<file path="src/rtl/sdram_check_pkg.sv">
// Shared types for the SDRAM bus checker: command and error codes, per-bank error bundle, pin decode.
package sdram_check_pkg;

  localparam int unsigned ERR_BITS = 16;

  typedef enum logic [2:0] {
    CMD_NOP  = 3'd0,
    CMD_ACT  = 3'd1,
    CMD_RD   = 3'd2,
    CMD_WR   = 3'd3,
    CMD_PRE  = 3'd4,
    CMD_AREF = 3'd5,
    CMD_MRS  = 3'd6,
    CMD_BST  = 3'd7
  } cmd_e;

  typedef enum logic [3:0] {
    ERR_NONE      = 4'd0,
    ERR_INIT      = 4'd1,
    ERR_MRD       = 4'd2,
    ERR_ACT_OPEN  = 4'd3,
    ERR_RW_IDLE   = 4'd4,
    ERR_TRCD      = 4'd5,
    ERR_TRAS      = 4'd6,
    ERR_TRP       = 4'd7,
    ERR_TRC       = 4'd8,
    ERR_AREF_OPEN = 4'd9,
    ERR_REFI      = 4'd10
  } err_e;

  // Violations a single bank can detect on the current command
  typedef struct packed {
    logic act_open;
    logic rw_idle;
    logic trcd;
    logic tras;
    logic trp;
    logic trc;
  } bank_err_t;

  // Map the control pins to a command; deselected or clock-disabled cycles are NOPs
  function automatic cmd_e decode(input logic cke, input logic csn, input logic rasn,
                                  input logic casn, input logic wen);
    cmd_e c;
    c = CMD_NOP;
    if (cke && !csn) begin
      case ({rasn, casn, wen})
        3'b011:  c = CMD_ACT;
        3'b101:  c = CMD_RD;
        3'b100:  c = CMD_WR;
        3'b010:  c = CMD_PRE;
        3'b001:  c = CMD_AREF;
        3'b000:  c = CMD_MRS;
        3'b110:  c = CMD_BST;
        default: c = CMD_NOP;
      endcase
    end
    return c;
  endfunction

endpackage

</file>
<file path="src/rtl/sdram_bank_tracker.sv">
// One bank's view of the bus: open/closed state, open row, ACT and PRE age timers, per-bank checks.
module sdram_bank_tracker
  import sdram_check_pkg::*;
#(
  parameter int unsigned ROW_BITS = 13,
  parameter int unsigned T_RCD    = 2,
  parameter int unsigned T_RP     = 2,
  parameter int unsigned T_RAS    = 5,
  parameter int unsigned T_RC     = 7
) (
  input  logic                clk,
  input  logic                reset,
  input  cmd_e                cmd,
  input  logic                sel,
  input  logic                a10,
  input  logic [ROW_BITS-1:0] row,
  output logic                active,
  output logic [ROW_BITS-1:0] open_row,
  output bank_err_t           err_c
);

  // Timers saturate at T_RC, which bounds every same-bank constraint
  localparam int unsigned TMR_BITS = $clog2(T_RC + 1);

  typedef enum logic {BANK_IDLE, BANK_ACTIVE} bank_state_e;

  bank_state_e         state;
  logic [TMR_BITS-1:0] act_tmr;
  logic [TMR_BITS-1:0] pre_tmr;
  logic                hit_act;
  logic                hit_rw;
  logic                hit_pre;
  logic                hit_aref;
  logic                close_c;

  assign active   = (state == BANK_ACTIVE);
  assign hit_act  = (cmd == CMD_ACT) && sel;
  assign hit_rw   = ((cmd == CMD_RD) || (cmd == CMD_WR)) && sel;
  assign hit_pre  = (cmd == CMD_PRE) && (sel || a10);
  assign hit_aref = (cmd == CMD_AREF);
  // Explicit precharge or auto-precharge closes an open bank
  assign close_c  = active && (hit_pre || (hit_rw && a10));

  // Per-bank violation detection against the current timer values
  always_comb begin
    err_c          = '0;
    err_c.act_open = hit_act && active;
    err_c.rw_idle  = hit_rw && !active;
    err_c.trcd     = hit_rw && active && (act_tmr < TMR_BITS'(T_RCD));
    err_c.tras     = hit_pre && active && (act_tmr < TMR_BITS'(T_RAS));
    err_c.trp      = (hit_act || hit_aref) && (pre_tmr < TMR_BITS'(T_RP));
    err_c.trc      = hit_act && (act_tmr < TMR_BITS'(T_RC));
  end

  // Bank state machine with open row and age timers
  always_ff @(posedge clk) begin
    if (reset) begin
      state    <= BANK_IDLE;
      open_row <= '0;
      act_tmr  <= TMR_BITS'(T_RC);
      pre_tmr  <= TMR_BITS'(T_RC);
    end else begin
      if (hit_act) begin
        state    <= BANK_ACTIVE;
        open_row <= row;
        act_tmr  <= TMR_BITS'(1);
      end else if (act_tmr != TMR_BITS'(T_RC)) begin
        act_tmr <= act_tmr + TMR_BITS'(1);
      end
      if (close_c) begin
        state   <= BANK_IDLE;
        pre_tmr <= TMR_BITS'(1);
      end else if (pre_tmr != TMR_BITS'(T_RC)) begin
        pre_tmr <= pre_tmr + TMR_BITS'(1);
      end
    end
  end

endmodule

</file>
<file path="config.mk">
export PLATFORM = sky130hd
export DESIGN_NAME = sdram_bank_tracker
export DESIGN_NICKNAME = d
export VERILOG_FILES = /design/src/rtl/sdram_check_pkg.sv /design/src/rtl/sdram_bank_tracker.sv
export SDC_FILE = /design/constraint.sdc
export NUM_CORES = 1
export LEC_CHECK = 0
export CORE_MARGIN = 4
export CORE_UTILIZATION = 43
export CTS_BUF_LIST = sky130_fd_sc_hd__clkbuf_16
export CTS_CLUSTER_DIAMETER = 40
export DETAILED_ROUTE_END_ITERATION = 8
export PLACE_DENSITY = 0.82
export SETUP_SLACK_MARGIN = 0.1
export SYNTH_ARGS = -nofsm -noshare
export SYNTH_HDL_FRONTEND = slang
export SYNTH_SLANG_ARGS = --single-unit
</file>
<file path="constraint.sdc">
create_clock -name clk -period 3.6 [get_ports clk]
set_input_delay 0.72 -clock clk [delete_from_list [all_inputs] [get_ports clk]]
set_output_delay 0.72 -clock clk [all_outputs]
set_load 0.03 [all_outputs]
</file>
After elaboration in Yosys (flattened, before gate mapping)
Index checks and enable logic that the tools add are counted.
{"block": "op_classes", "n_addsub": 2, "n_lt_le_gt_ge": 4, "n_eq_ne": 7, "muxes": 4, "reduce_logical": 22}
{"cell": "$logic_and 1x1->1", "count": 13}
{"cell": "$mux 3", "count": 4}
{"cell": "$add 3x1->3 const B", "count": 2}
{"cell": "$eq 3x2->1 const B", "count": 2}
{"cell": "$eq 3x3->1 const B", "count": 2}
{"cell": "$lt 3x2->1 const B", "count": 2}
{"cell": "$lt 3x3->1 const B", "count": 2}
{"cell": "$ne 3x3->1 const B", "count": 2}
{"cell": "$logic_or 1x1->1", "count": 4}
{"cell": "$reduce_bool 2->1", "count": 2}
{"cell": "$reduce_or 2->1", "count": 2}
{"cell": "$eq 3x1->1 const B", "count": 1}
{"cell": "$logic_not 1->1", "count": 1}
{"block": "word_totals", "regBits": 20, "inputBits": 20, "wordCells": 45}

Logic depth before layout (Yosys ltp)
Gate-level depths: netlist of run 1.
{"block": "depth", "ltp_word": 7, "ltp_mapped": 5, "mapped_depth_nobuf": 5}

Least setup slack after synthesis of run 1
No wires, ideal clock.
{"block": "synth_timing", "kind": "input-to-output", "start": "input cmd[2]", "end": "output err_c[3] in the netlist's numbering", "arrival_time_ns": 1.782, "setup_slack_ns": 1.098, "path_stages": 2, "path_buffers": 0, "cell_sequence": "nand3b_1 -> nor4_1"}
{"item": "from (decl)", "line_no": "sdram_bank_tracker.sv:13", "source": "input cmd_e cmd,"}
{"item": "to (decl)", "line_no": "sdram_bank_tracker.sv:19", "source": "output bank_err_t err_c"}

==> impl_metrics.json, run 1 <==
{
  "post_cts_buffers": 0,
  "fin_nets": 165,
  "power_uw": 730,
  "io_buffers": 39,
  "p_int_uw": 532,
  "dr.first_iter.drc_count": 12,
  "final_common_cell": "clkdlybuf4s50_1",
  "cts-resized-gates": 0,
  "min_path_cells": 2,
  "r2r_cells": 4,
  "multi_input_comb_area_um2": 470,
  "synth_seq_cells": 20,
  "pin_count": 40,
  "ant_nets": 0,
  "synth.avg_cell_area_um2": 8.87,
  "power.density_nw_per_um2": 529,
  "finalSetupTns_ns": 0,
  "fin_skew_ns": 0.000663,
  "die_w_um": 53.9,
  "grt_max_degree": 22,
  "clockRootBuffer": "clkbuf_16",
  "worstSetupEndpointType": "output port",
  "yosysWarnings": 0,
  "antenna_cells": 0,
  "drv_slew": 0,
  "status": "completed",
  "cts_tree": "yes",
  "fmax_mhz": 304,
  "vias": 843,
  "clk_path_buf_depth": 2,
  "critPathMaxFanout": 7,
  "routed.top_layer": "met4",
  "core_area_um2": 1980,
  "fin_crit_sh_pct": 91.3,
  "crit_type": "primary input to output port",
  "grt.overflow.total": 0,
  "worstPathArrival_ns": 2.57,
  "place.gp.congestion": 0.710,
  "clkPwrFrac_pct": 30.8,
  "p_leak_uw": 0.000498,
  "max_slew_margin_pct": 49.7,
  "clock_latency_ns": 0.25,
  "drive_gt1_share_pct": 7.91,
  "post-route-min-period_ns": 3.29,
  "initial_core_util_pct": 45.6,
  "switching_share_pct": 27.2,
  "maxCapViolations": 0,
  "crit_chain": "clkdlybuf4s50_1 -> nor2_1 -> nor4b_1 -> and3_1 -> clkdlybuf4s50_1",
  "most-common-layout-cells": "38 x clkdlybuf4s50_1, 27 x nand2_1, 20 x dfxtp_1, 13 x a21oi_1",
  "synth.distinct_cells": 27,
  "hold_path.class": "flip-flop to flip-flop",
  "pwr-share-comb_pct": 30.0,
  "cp-start-kind": "primary input",
  "wl_met1_um": 891,
  "synth_nets": 126,
  "seq_area_um2": 400,
  "synth_area_um2": 905,
  "ctsHoldBuffers": 0,
  "ys_seq_area_share_pct": 44.3,
  "setup_viol": 0,
  "clkSlewWorstSetupHoldPaths_ns": 0.05,
  "cts_buffers": 3,
  "wl_met2_um": 1280,
  "routed_wl_um": 2310,
  "hold_viol": 0,
  "drc": 0,
  "grt_pass1_vias": 795,
  "crit_required_ns": 2.88,
  "switchingPower_uw": 198,
  "h-tree-depth": 1,
  "tightest_slew_ns": 0.752,
  "grt_pass1_wl_um": 3620,
  "p_seq_share_pct": 39.2,
  "clkSinkCount": 20,
  "firstDrtPassIters": 4,
  "grt_usage_pct": 17.5,
  "routedWlPerCell_um": 13.9,
  "dp_hpwl_um": 1610,
  "die_area_um2": 2900,
  "peakVddDrop_mv": 0.316,
  "cp_slowest_stage_delay_ns": 0.66,
  "drt-vias-per-instance": 5.08,
  "crit_top_cell": "clkdlybuf4s50_1",
  "syn-instance-count": 102,
  "nFillCells": 152,
  "fp-row-count": 16,
  "cp_slowest_cell": "clkdlybuf4s50_1",
  "area_growth_syn_to_layout_pct": 52.4,
  "antenna_found_initial": 0,
  "rsz0062_at_grt": "false",
  "chipHeight_um": 53.9,
  "dr_wl_met3_um": 104
}
==> power groups by stage <==
stage	Sequential [uW]	Clock, uW	Combinational (uW)
3_3_place_gp	289	0	208
2_1_floorplan	290	0	158
6_report	286	225	219
3_5_place_dp	291	0	222
4_1_cts	286	227	224
5_1_grt	291	236	248
==> layer usage <==
| layer | global-route usage, % | up-vias |
|---|---|---|
| met4 | 8.94 | 0 |
| met1 | 18.3 | 386 |
| li1 | - | 429 |
| met3 | 3.88 | 3 |
| met2 | 32.1 | 25 |
| met5 | 0 | - |
==> sequential cells by signal (all words and copies together) (netlist names) <==
signal	cells
act_tmr	3
pre_tmr	3
active	1
open_row	13
==> cell usage after synthesis <==
library cell / n / area share (%)
o41ai_1: 1 / 0.97
nand3b_1: 1 / 0.83
dfxtp_1: 20 / 44
a21o_1: 2 / 1.7
buf_4: 1 / 0.83
and4bb_2: 3 / 4.1
a31oi_1: 1 / 0.69
a21oi_1: 13 / 7.2
ha_1: 4 / 5.5
or3_1: 2 / 1.4
buf_2: 3 / 1.7
o21bai_1: 2 / 1.7
and3_1: 1 / 0.69
xnor2_1: 2 / 1.9
nor2_1: 4 / 1.7
nand4bb_1: 1 / 1.2
mux2_2: 2 / 2.5
nor4b_1: 2 / 1.9
nand2_1: 27 / 11
clkbuf_1: 2 / 0.83
o21ai_0: 1 / 0.55
o31ai_2: 1 / 1.4
and4b_1: 1 / 1.1
mux2i_1: 2 / 2.2
nor4_1: 1 / 0.69
o21a_1: 1 / 0.83
inv_1: 1 / 0.41
==> metrics by stage <==
step | instance area [um^2] | utilization [%] | hold slack [ns] | instances | setup slack (ns)
2_1_floorplan | 905 | - | 0.542 | 102 | 1.10
3_3_place_gp | 1300 | 65.8 | 0.442 | 163 | 0.340
3_5_place_dp | 1300 | 65.8 | 0.446 | 163 | 0.304
4_1_cts | 1380 | 69.6 | 0.453 | 166 | 0.303
5_1_grt | 1380 | 69.6 | 0.480 | 166 | 0.222
6_report | 1380 | 69.6 | 0.452 | 166 | 0.313
==> final timing paths <==
check	start	endpoint	slack [ns]
max	sel	err_c[2]	0.31
min	open_row[10]$_SDFFE_PP0P_	open_row[10]$_SDFFE_PP0P_	0.45
max reg2reg	act_tmr[0]$_SDFFE_PP1N_	act_tmr[0]$_SDFFE_PP1N_	2.24
min reg2reg	open_row[10]$_SDFFE_PP0P_	open_row[10]$_SDFFE_PP0P_	0.45
==> critical path, delay by kind of cell <==
family | cells | cell delay (ns)
buf+inv | 2 | 1.23
simple gates | 3 | 0.61
==> kinds of logic after synthesis <==
kind of cell	synth area share [%]
simple gates	24.9
flops	44.3
compound gates	14.9
buf+inv	3.73
fa+ha+maj	5.53
mux	4.70
xor+xnor	1.94
==> area by class of cell <==
type	instances	share of cell area (%)
multi-input cells	75	34.1
clock buffers	3	5.44
flip-flops and latches	20	29.0
repair buffers	40	28.7
inverters	1	0.272
well taps	27	2.45
No activity file was read; power rests on OpenSTA's default activity.
==> run 2, diff against run 1 <==
==> constraint.sdc (replaced) <==
create_clock -name clk -period 3.8 [get_ports clk]
set_input_delay 0.76 -clock clk [delete_from_list [all_inputs] [get_ports clk]]
set_output_delay 0.76 -clock clk [all_outputs]
set_load 0.03 [all_outputs]
==> run 2 against run 1 <==
Effect of this change: die area unchanged; sequential share of layout area down 0.29 points; sequential power down 5%; highest routed layer unchanged.
==> impl_metrics.json, run 2 (synthesis gave the netlist of run 1 again) <==
{
  "largest_reg_flops": 13,
  "h-tree-depth": 1,
  "grt_pass1_vias": 823,
  "drv_slew": 0,
  "vias": 861,
  "cts_buffers": 3,
  "pin_count": 40,
  "finalSetupTns_ns": 0,
  "nFillCells": 151,
  "drive_gt1_share_pct": 7.80,
  "antenna_found_initial": 0,
  "fin_skew_ns": 0.00189,
  "dr_wl_met3_um": 69,
  "fp-row-count": 16,
  "fmax_mhz": 297,
  "worstSetupEndpointType": "output port",
  "hold_path.class": "flip-flop to flip-flop",
  "worstPathArrival_ns": 2.61,
  "hold_viol": 0,
  "max_slew_margin_pct": 50.7,
  "firstDrtPassIters": 3,
  "grt_pass1_wl_um": 3600,
  "antenna_cells": 0,
  "drc": 0,
  "grt_max_degree": 22,
  "routedWlPerCell_um": 13.8,
  "power.density_nw_per_um2": 505,
  "drt-vias-per-instance": 5.13,
  "peakVddDrop_mv": 0.358,
  "die_w_um": 53.9,
  "fin_crit_sh_pct": 88.6,
  "most-common-layout-cells": "39 x clkdlybuf4s50_1, 27 x nand2_1, 20 x dfxtp_1, 13 x a21oi_1",
  "chipHeight_um": 53.9,
  "post-route-min-period_ns": 3.37,
  "core_area_um2": 1980,
  "status": "completed",
  "ctsHoldBuffers": 0,
  "setup_viol": 0,
  "tightest_slew_ns": 0.738,
  "post_cts_buffers": 0,
  "dp_hpwl_um": 1670,
  "cts_tree": "yes",
  "clk_path_buf_depth": 2,
  "dr.first_iter.drc_count": 10,
  "io_buffers": 39,
  "wl_met2_um": 1250,
  "critPathMaxFanout": 7,
  "place.gp.congestion": 0.726,
  "crit_type": "primary input to output port",
  "cts-resized-gates": 0,
  "final_common_cell": "clkdlybuf4s50_1",
  "ant_nets": 0,
  "final_util_pct": 70.3,
  "area_growth_syn_to_layout_pct": 53.9,
  "regMostFlops": "open_row",
  "clock_latency_ns": 0.25,
  "die_area_um2": 2900,
  "rsz0062_at_grt": "false",
  "reg_top3": "open_row x13, act_tmr x3, pre_tmr x3",
  "p_leak_uw": 0.000502,
  "timing.hold.ws_ns": 0.454,
  "cp-start-kind": "primary input",
  "maxCapViolations": 0,
  "routed.top_layer": "met4",
  "grt_usage_pct": 17.0,
  "fin_nets": 166,
  "clkSinkCount": 20,
  "crit_required_ns": 3.04,
  "clockRootBuffer": "clkbuf_16",
  "wl_met1_um": 982,
  "clkSlewWorstSetupHoldPaths_ns": 0.05,
  "initial_core_util_pct": 45.6,
  "grt.overflow.total": 0,
  "routed_wl_um": 2320
}
==> run 2: final cells by class <==
cell class | instances | area [um^2] | area share, %
Clock buffer | 3 | 75.1 | 5.39
Clock inverter | 1 | 3.75 | 0.270
Inverter | 1 | 3.75 | 0.270
Multi-Input combinational cell | 75 | 470 | 33.8
Sequential cell | 20 | 400 | 28.8
Tap cell | 27 | 33.8 | 2.43
Timing Repair Buffer | 41 | 405 | 29.1
==> run 2: through the flow <==
step	power, uW	instance area [um^2]	worst slack, ns	instances
2_1_floorplan	425	905	1.22	102
3_3_place_gp	471	1310	0.466	164
3_5_place_dp	489	1310	0.459	164
4_1_cts	709	1390	0.455	168
5_1_grt	740	1390	0.310	168
6_report	704	1390	0.434	168
==> run 2: power by group <==
part	internal [uW]	leakage [uW]	switching, uW	total, uW
Clock	140	0.0000385	73.7	214
Sequential	242	0.000163	29.1	272
Combinational	125	0.000300	93.8	218
Total	507	0.000502	197	704
==> run 2: layer usage <==
metal	track usage [%]	up-vias
li1	-	433
met5	0	-
met2	32.1	19
met1	19.4	407
met3	3.05	2
met4	3.83	0
==> run 2: worst paths after layout <==
path | from | endpoint | slack, ns | cells past startpoint
worst min-delay path | open_row[6]$_SDFFE_PP0P_ | open_row[6]$_SDFFE_PP0P_ | 0.45 | 2
worst min register to register | open_row[6]$_SDFFE_PP0P_ | open_row[6]$_SDFFE_PP0P_ | 0.45 | 2
worst max register to register | pre_tmr[1]$_SDFFE_PP1P_ | pre_tmr[2]$_SDFFE_PP1P_ | 2.42 | 4
worst max-delay path | sel | err_c[2] | 0.43 | 5
==> run 2: worst max-delay path: stages <==
cell and delay [ns]:
clkdlybuf4s50_1 0.58, nor2_1 0.08, nor4b_1 0.32, and3_1 0.21, clkdlybuf4s50_1 0.66
